**config.mk**
```make
export PLATFORM = sky130hd
export DESIGN_NAME = fv_info_rx_issuer
export DESIGN_NICKNAME = d
export VERILOG_FILES = /design/src/rtl/fv_info_rx_issuer.sv
export SDC_FILE = /design/constraint.sdc
export NUM_CORES = 1
export LEC_CHECK = 0
export CELL_PAD_IN_SITES_DETAIL_PLACEMENT = 0
export CELL_PAD_IN_SITES_GLOBAL_PLACEMENT = 1
export CORE_MARGIN = 2
export CORE_UTILIZATION = 46
export DETAILED_ROUTE_END_ITERATION = 10
export PLACE_DENSITY_LB_ADDON = 0.1
export SLEW_MARGIN = 20
export SYNTH_ARGS = -nofsm -noshare
export SYNTH_HDL_FRONTEND = slang
export SYNTH_SLANG_ARGS = --single-unit
```
**constraint.sdc**
```tcl
create_clock -name clk -period 8.1 [get_ports clk]
set_input_delay 2.43 -clock clk [delete_from_list [all_inputs] [get_ports clk]]
set_output_delay 2.43 -clock clk [all_outputs]
set_load 0.02 [all_outputs]
```
**src/rtl/fv_info_rx_issuer.sv**
```systemverilog
// FV-info receiver: buffers {pe, base, len} records and expands each into single-word FV read requests.
// Optional macro FV_INFO_RX_STATS_EN adds saturating record/word/stall counters.
module fv_info_rx_issuer #(
  parameter int DEPTH     = 8,
  parameter int AF_MARGIN = 2,
  parameter int ADDR_W    = 7,
  parameter int LEN_W     = 4,
  parameter int PE_W      = 2
) (
  input  logic              clk,
  input  logic              reset,
  input  logic              info_valid,
  input  logic [PE_W-1:0]   info_pe_id,
  input  logic [ADDR_W-1:0] info_base,
  input  logic [LEN_W-1:0]  info_len,
  output logic              info_almost_full,
  output logic              fv_req_valid,
  input  logic              fv_req_ready,
  output logic [ADDR_W-1:0] fv_req_addr,
  output logic [PE_W-1:0]   fv_req_pe_id,
  output logic              fv_req_last,
  output logic              busy,
  output logic              overflow_err
`ifdef FV_INFO_RX_STATS_EN
  ,
  output logic [15:0]       stat_rec_cnt,
  output logic [15:0]       stat_word_cnt,
  output logic [15:0]       stat_stall_cnt
`endif
);

  localparam int PTR_W = $clog2(DEPTH);
  localparam int CNT_W = PTR_W + 1;
  localparam int REC_W = PE_W + ADDR_W + LEN_W;
  localparam logic [CNT_W-1:0] FULL_LVL = CNT_W'(DEPTH);
  localparam logic [CNT_W-1:0] AF_LVL   = CNT_W'(DEPTH - AF_MARGIN);

  typedef enum logic {IDLE, ISSUE} state_t;

  logic [REC_W-1:0]  mem_q [DEPTH];
  logic [PTR_W-1:0]  wr_ptr_q, rd_ptr_q;
  logic [CNT_W-1:0]  count_q, count_d;
  logic              af_q, ovf_q;
  state_t            state_q, state_d;
  logic [ADDR_W-1:0] addr_q, addr_d;
  logic [LEN_W-1:0]  rem_q, rem_d;
  logic [PE_W-1:0]   pe_q, pe_d;

  logic              fifo_empty, fifo_full, pop, push, drop, rem_one;
  logic [PE_W-1:0]   head_pe;
  logic [ADDR_W-1:0] head_base;
  logic [LEN_W-1:0]  head_len;

  assign {head_pe, head_base, head_len} = mem_q[rd_ptr_q];
  assign fifo_empty = (count_q == '0);
  assign fifo_full  = (count_q == FULL_LVL);
  assign rem_one    = (rem_q == LEN_W'(1));
  // A full FIFO still accepts a record when the head leaves in the same cycle.
  assign push       = info_valid & (~fifo_full | pop);
  assign drop       = info_valid & fifo_full & ~pop;
  assign count_d    = count_q + CNT_W'(push) - CNT_W'(pop);

  always_comb begin
    state_d = state_q;
    addr_d  = addr_q;
    rem_d   = rem_q;
    pe_d    = pe_q;
    pop     = 1'b0;
    case (state_q)
      IDLE: begin
        if (!fifo_empty) begin
          pop     = 1'b1;
          addr_d  = head_base;
          rem_d   = head_len;
          pe_d    = head_pe;
          state_d = (head_len != '0) ? ISSUE : IDLE;
        end
      end
      ISSUE: begin
        if (fv_req_ready) begin
          if (!rem_one) begin
            addr_d = addr_q + ADDR_W'(1);
            rem_d  = rem_q - LEN_W'(1);
          end else if (!fifo_empty) begin
            // Chain straight into the next record so consecutive records have no bubble.
            pop     = 1'b1;
            addr_d  = head_base;
            rem_d   = head_len;
            pe_d    = head_pe;
            state_d = (head_len != '0) ? ISSUE : IDLE;
          end else begin
            state_d = IDLE;
          end
        end
      end
      default: state_d = IDLE;
    endcase
  end

  always_ff @(posedge clk) begin
    if (push) mem_q[wr_ptr_q] <= {info_pe_id, info_base, info_len};
  end

  always_ff @(posedge clk or posedge reset) begin
    if (reset) begin
      wr_ptr_q <= '0;
      rd_ptr_q <= '0;
      count_q  <= '0;
      af_q     <= 1'b0;
      ovf_q    <= 1'b0;
      state_q  <= IDLE;
      addr_q   <= '0;
      rem_q    <= '0;
      pe_q     <= '0;
    end else begin
      if (push) wr_ptr_q <= wr_ptr_q + PTR_W'(1);
      if (pop)  rd_ptr_q <= rd_ptr_q + PTR_W'(1);
      count_q <= count_d;
      af_q    <= (count_d >= AF_LVL);
      if (drop) ovf_q <= 1'b1;
      state_q <= state_d;
      addr_q  <= addr_d;
      rem_q   <= rem_d;
      pe_q    <= pe_d;
    end
  end

  assign info_almost_full = af_q;
  assign overflow_err     = ovf_q;
  assign fv_req_valid     = (state_q == ISSUE);
  assign fv_req_addr      = addr_q;
  assign fv_req_pe_id     = pe_q;
  assign fv_req_last      = (state_q == ISSUE) & rem_one;
  assign busy             = ~fifo_empty | (state_q != IDLE);

`ifdef FV_INFO_RX_STATS_EN
  logic [15:0] rec_cnt_q, word_cnt_q, stall_cnt_q;
  logic        acc, stall;

  assign acc   = fv_req_valid & fv_req_ready;
  assign stall = fv_req_valid & ~fv_req_ready;

  always_ff @(posedge clk or posedge reset) begin
    if (reset) begin
      rec_cnt_q   <= '0;
      word_cnt_q  <= '0;
      stall_cnt_q <= '0;
    end else begin
      if (acc && rem_one && rec_cnt_q != 16'hFFFF) rec_cnt_q   <= rec_cnt_q + 16'd1;
      if (acc && word_cnt_q != 16'hFFFF)           word_cnt_q  <= word_cnt_q + 16'd1;
      if (stall && stall_cnt_q != 16'hFFFF)        stall_cnt_q <= stall_cnt_q + 16'd1;
    end
  end

  assign stat_rec_cnt   = rec_cnt_q;
  assign stat_word_cnt  = word_cnt_q;
  assign stat_stall_cnt = stall_cnt_q;
`endif

endmodule

```
==> results.md, run 1 <==
- Worst setup path startpoint: rem_q[1]$_DFFE_PP0N_
- Max_slew headroom: 29.01%
- Final Hold Fails: 0
- CTS max path bufs: 2
- Mapped Avg Cell Area: 17.48 sq um
- Peak Freq: 212.6 MHz
- Crit path max-delay family: buffers and inverters
- Clk_skew: 0.005789 ns
- Sequential element share of the synthesized area: 69.65%
- GRT Util Overall: 18.28%
- Fraction of registers with async set/reset: 20.00%
- Final HPWL DP: 6821 microns
- Vias: 2,876
- Reg-to-reg slack, setup: 5.14 ns
- CTS Hold Buffers Added: 0
- WP buf/inv: 2
- CTS root buf: clkbuf_16
- Std cell rows: 39
- Layout area overhead: 20.32%
- Final setup viols: 0
- Final WL: 10,710 microns
- GP Congestion: 0.7874
- Synth top area share: 57.64%
- Starting density of the core: 47.24%
- Setup Fix Bufs, Post-CTS: 0
- Met3 routed WL: 392 microns
- Layout cell share with drive strength beyond 1: 19.95%
- Crit path max-delay cell type: clkdlybuf4s50_1
- Top cells by area, synth: edfxtp_1, dfrtp_1, mux4_2
- Iteration-0 DRC Markers: 353
- Total negative slack: 0 ns
- Pleak: 2.301 nW
- Number of max-cap violations: 0
- Cell taking the most area after synthesis: edfxtp_1
- Routed len/inst: 21.04 microns
- Synth warn: 0
- Initial antenna violation count: 0
- Crit path launch type: flop
- Commonest cells post-synth: edfxtp_1, dfrtp_1, mux4_2
- Clock Latency Late Sink: 0.41 ns
- Unrepaired setup endpoints after global routing: no
- Detailed Routing Iterations Pass 1: 4
- Worst Hold Class: reg2reg
- Clk slew on worst S/H paths: 0.06 ns
- FF-to-FF End: info_almost_full$_DFF_PP0_
- Status: complete, no violations
- Yosys cell types: 52
- Critical-path cell list: inv_1, ha_1, or3b_1, nor2_1, clkdlybuf4s50_1
- Total CTS buffers: 17
- WP data arrival: 2.27 ns
- Pwr Density: 380.7 nW/um^2
- Worst Path Required: 5.67 ns
- Largest net degree at the start of global routing: 28
- # H-tree levels: 4
- Reg2Reg Depth: 12
- Worst Setup End Kind: output pin
- CP max FO: 7
- Drt via density: 5.650
- Slew Limit Fails: 0
- TritonCTS clock tree: yes
- Fin nets: 381
- IO Count: 31
- First-pass GRT wire length: 16,940 microns
- Period minus WS final: 4.703 ns
- Routed Antenna Nets: 0
- Mapped Cells: 310
- Die X: 112.5 microns
- Mapped cell area: 5418 sq um
- Placement Setup Slack: 3.036 ns
- Finished Core Util: 56.85%
- DRC: 0
- Clk sinks: 130
- Setup crit end: fv_req_last
- Most common cell in the synthesized netlist: edfxtp_1
- Worst setup margin: 3.397 ns
- Worst path depth: 5
- DR top layer: met4
- Port Buf Inserts: 30
- Met2 wire length: 4923 microns
- Total Power: 2.482 mW
- Fin crit share: 58.06%
- Gr ovfl total: 0
- Die area: 12,660 sq um
- Kind of critical path: reg2out
- EDFF count, synth: 104
- Fillers: 899
- Syn nets: 338
- Most used DFF post-synth: edfxtp_1
- Core Region: 11,470 sq um
- Resized cells post-CTS: 0
- Met1 WL: 5224 microns
- Antenna cells: 0
- Worst R2R Start: rem_q[1]$_DFFE_PP0N_
- Critical path's largest stage delay: 0.61 ns
- Tightest Pin Transition: 1.065 ns
- Peak VDD IR: 307.4 uV
- Die Ht: 112.5 microns
- Vias in the first global route: 2,962
- #FFs+latches synth: 130
## worst min-delay path by stage
| stage | from | to | slack (ns) | cells after the start |
|---|---|---|---|---|
| 2_1_floorplan | rem_q[1]$_DFFE_PP0N_ | rem_q[1]$_DFFE_PP0N_ | 0.48 | 1 |
| 3_3_place_gp | overflow_err$_DFFE_PP0P_ | overflow_err$_DFFE_PP0P_ | 0.45 | 1 |
| 3_5_place_dp | overflow_err$_DFFE_PP0P_ | overflow_err$_DFFE_PP0P_ | 0.47 | 1 |
| 4_1_cts | overflow_err$_DFFE_PP0P_ | overflow_err$_DFFE_PP0P_ | 0.48 | 1 |
| 5_1_grt | overflow_err$_DFFE_PP0P_ | overflow_err$_DFFE_PP0P_ | 0.51 | 1 |
| 6_report | overflow_err$_DFFE_PP0P_ | overflow_err$_DFFE_PP0P_ | 0.48 | 1 |
## power breakdown
part	switching (mW)	internal [mW]	leakage (nW)
combinational	0.378	0.345	0.762
sequential	0.104	0.870	1.25
clock	0.268	0.517	0.293
total	0.750	1.73	2.30
## state kept, by name (all words and copies together), names as in the netlist
| name | flops |
|---|---|
| rem_q | 4 |
| mem_q | 104 |
| fv_req_pe_id | 2 |
| wr_ptr_q | 3 |
| rd_ptr_q | 3 |
| count_q | 4 |
| info_almost_full | 1 |
| fv_req_addr | 7 |
| overflow_err | 1 |
| fv_req_valid | 1 |
## final cells by class
type	instances	area (sq um)	share of cell area [%]
Timing Repair Buffer	37	352.8	5.413
Inverter	12	45.04	0.6910
Multi-Input combinational cell	155	1550	23.78
Clock inverter	8	126.4	1.939
Tap cell	143	178.9	2.745
Clock buffer	24	491.7	7.543
Sequential cell	130	3774	57.89
## placed cells by master, fill, tap and decap left out, types with 2 or more instances in the layout
cell | Yosys | routed
clkbuf_1 | 3 | 3
inv_1 | 10 | 9
clkdlybuf4s50_1 | 0 | 30
nor3_1 | 4 | 2
ha_1 | 10 | 10
o21ai_0 | 2 | 2
nand4_1 | 2 | 2
nor2b_1 | 2 | 2
or3b_1 | 2 | 2
nor3b_1 | 2 | 2
xnor2_1 | 5 | 5
bufinv_16 | 0 | 3
a22oi_1 | 3 | 3
clkbuf_8 | 0 | 4
clkbuf_16 | 0 | 17
nand2b_1 | 5 | 5
a21oi_1 | 8 | 8
buf_4 | 2 | 7
o211ai_1 | 6 | 6
nand3_1 | 5 | 5
mux2i_1 | 10 | 10
nor2_2 | 0 | 3
clkinvlp_4 | 0 | 3
dfrtp_1 | 26 | 26
a211oi_1 | 2 | 2
o22a_1 | 2 | 2
o21ai_1 | 5 | 5
nor2_1 | 9 | 6
nand2_1 | 15 | 15
inv_2 | 2 | 3
a21o_1 | 3 | 3
edfxtp_1 | 104 | 104
and4_1 | 2 | 2
a31oi_1 | 3 | 3
o211a_1 | 2 | 2
mux4_2 | 26 | 26
## stage by stage
stage,instances,instance area (sq um),hold WS (ns)
after floorplan,310,5418,0.4836
after CTS,509,6507,0.4793
after global routing,509,6519,0.5104
after detailed placement,477,5889,0.4667
final,509,6519,0.4801
after global placement,477,5887,0.4542
## cells by family after synthesis
logic type                 Yosys count  synth area share, %
AOI/OAI and AO/OA                   46                6.120
xor gates and xnor gates             6               0.9700
adders and majority gates           11                2.679
buffers and inverters               25                2.171
DFF                                130                69.65
muxes                               38                13.07
and+or+nand+nor                     54                5.335
## layer usage
layer / track usage [%] / vias to the layer above
li1: - / 1326
met1: 26.08 / 1462
met2: 27.51 / 73
met3: 4.644 / 15
met4: 6.748 / 0
met5: 0 / -
No activity file was read; power rests on OpenSTA's default activity.
==> run 2, diff against run 1 <==
- clock period: 8.1 -> 4.11 ns (I/O delays scaled with it)
==> run 2 against run 1 <==
Total power grew 91%. Largest power group unchanged. Utilization shrank 0.21 points. Sequential power grew 100%. Register-to-register slack lost 3.8 ns. Clock power grew 76%.
==> results.md, run 2 (synthesized netlist as in run 1, its figures left out) <==
- Status: complete, no violations (unchanged)
- Slew Limit Fails: 0 (unchanged)
- Largest net degree at the start of global routing: 27 (was 28)
- GRT Util Overall: 18.33% (was 18.28%)
- Peak VDD IR: 305.6 uV (was 307.4 uV)
- Die area: 12,660 sq um (unchanged)
- Clock Latency Late Sink: 0.41 ns (about the same)
- Port Buf Inserts: 30 (unchanged)
- Peak Freq: 284.6 MHz
- Resized cells post-CTS: 0 (unchanged)
- Final setup viols: 0 (unchanged)
- Initial antenna violation count: 0 (unchanged)
- Period minus WS final: 3.514 ns
- Pwr Density: 729.6 nW/um^2 (was 380.7 nW/um^2)
- Tightest Pin Transition: 0.7813 ns (was 1.065 ns)
- Vias in the first global route: 3,030 (was 2,962)
- Routed len/inst: 20.24 microns (was 21.04 microns)
- Placement Setup Slack: 0.4889 ns (was 3.036 ns)
- CTS max path bufs: 2 (unchanged)
- Starting density of the core: 47.24% (unchanged)
- Kind of critical path: reg2out (unchanged)
- Grt met1 use: 24.84% (was 26.08%)
- Final Hold Fails: 0 (unchanged)
- Core Region: 11,470 sq um (unchanged)
- Die X: 112.5 microns (unchanged)
- WP data arrival: 2.28 ns (was 2.27 ns)
- First-pass GRT wire length: 16,800 microns (was 16,940 microns)
- Layout area overhead: 19.88% (was 20.32%)
- Detailed Routing Iterations Pass 1: 4 (unchanged)
- Unrepaired setup endpoints after global routing: no (unchanged)
- Fin crit share: 85.50%
- Gr ovfl total: 0 (unchanged)
- Max reg flops: 104 (unchanged)
- Final WL: 10,450 microns (was 10,710 microns)
- Commonest non-fill, non-tap cell in the layout: edfxtp_1 (unchanged)
- CTS Hold Buffers Added: 0 (unchanged)
- DRC: 0 (unchanged)
- Vias: 2,931 (was 2,876)
- Number of max-cap violations: 0 (unchanged)
- Worst setup margin: 0.5958 ns (was 3.397 ns)
- Layout cell share with drive strength beyond 1: 20.11% (was 19.95%)
- Met2 Track Usage GR: 27.91% (was 27.51%)
- Worst Hold Class: reg2reg (unchanged)
- Iteration-0 DRC Markers: 208 (was 353)
- Drt via density: 5.680 (was 5.650)
- Die Ht: 112.5 microns (unchanged)
- Total CTS buffers: 17 (unchanged)
- Reg2Reg Depth: 8 (was 12)
- Pleak: 2.312 nW (was 2.301 nW)
- Busiest grt layer: met2 (unchanged)
- Worst Path Required: 2.88 ns (was 5.67 ns)
- Routed Antenna Nets: 0 (unchanged)
- GP Congestion: 0.7428 (was 0.7874)
- Crit path launch type: flop (unchanged)
- Clk sinks: 130 (unchanged)
- IO Count: 31 (unchanged)
- # H-tree levels: 4 (unchanged)
- Final HPWL DP: 6658 microns (was 6821 microns)
- Total negative slack: 0 ns (unchanged)
- Clk_skew: 0.009322 ns (was 0.005789 ns)
- Clk slew on worst S/H paths: 0.05 ns (was 0.06 ns)
- Setup Fix Bufs, Post-CTS: 0 (unchanged)
- CTS root buf: clkbuf_16 (unchanged)
- Max_slew headroom: 47.91% (was 29.01%)
- Met3 Use GR: 5.724% (was 4.644%)
- CP max FO: 7 (unchanged)
- Most flop-heavy register: mem_q (unchanged)
- Std cell rows: 39 (unchanged)
- TritonCTS clock tree: yes (unchanged)
- Antenna cells: 0 (unchanged)
- Commonest non-fill, non-tap cells in the layout: edfxtp_1, clkdlybuf4s50_1, mux4_2, dfrtp_1, clkbuf_16 (unchanged)
- Worst Setup End Kind: output pin (unchanged)
- WHS Path Cells: 1 (unchanged)
- Fin nets: 389 (was 381)
[run 2: final cells by class]
class / count / area (sq um)
fill: 905 / 4972
timing repair buffer: 45 / 412.9
clock inverter: 12 / 115.1
tap: 143 / 178.9
inverter: 12 / 45.04
multi-input combinational: 155 / 1536
sequential: 130 / 3774
clock buffer: 19 / 432.9
[run 2: through the flow]
stage	std cells	hold WS (ns)	area [sq um]	utilization, %	total power [mW]
after floorplan	310	0.4836	5418	-	2.913
after global placement	485	0.4537	5947	51.86	3.392
after detailed placement	485	0.4565	5947	51.86	3.400
after CTS	516	0.4739	6495	56.64	4.805
after global routing	516	0.4862	6495	56.64	5.022
final	516	0.4686	6495	56.64	4.739
[run 2: final timing paths]
check	start	end	slack [ns]
min in group asynchronous	reset	count_q[3]$_DFF_PP0_	1.20
max reg2reg	rem_q[1]$_DFFE_PP0N_	mem_q[4][2]$_DFFE_PP_	1.39
max in group asynchronous	reset	rd_ptr_q[1]$_DFFE_PP0N_	2.52
max	rem_q[1]$_DFFE_PP0N_	fv_req_last	0.60
min reg2reg	overflow_err$_DFFE_PP0P_	overflow_err$_DFFE_PP0P_	0.47
min	overflow_err$_DFFE_PP0P_	overflow_err$_DFFE_PP0P_	0.47
[run 2: metal layers]
metal | part of all wire [%] | wire (microns) | vias to the layer above
li1 | - | - | 1341
met1 | 46 | 4765 | 1505
met2 | 48 | 5036 | 74
met3 | 5.0 | 526 | 11
met4 | 1.1 | 117 | 0
met5 | 0 | 0 | -
[run 2: worst max-delay path, stage by stage (launching register included)]
cell	delay, ns
dfrtp_1	0.40
inv_1	0.08
ha_1	0.15
or3b_1	0.50
nor2_1	0.14
clkdlybuf4s50_1	0.61
[run 2: where the power goes]
group          leakage [nW]  internal (mW)  total [mW]  switching (mW)
clock network         0.265          0.877        1.38           0.506
registers              1.25           1.71        1.95           0.239
logic                 0.802          0.702        1.40           0.702
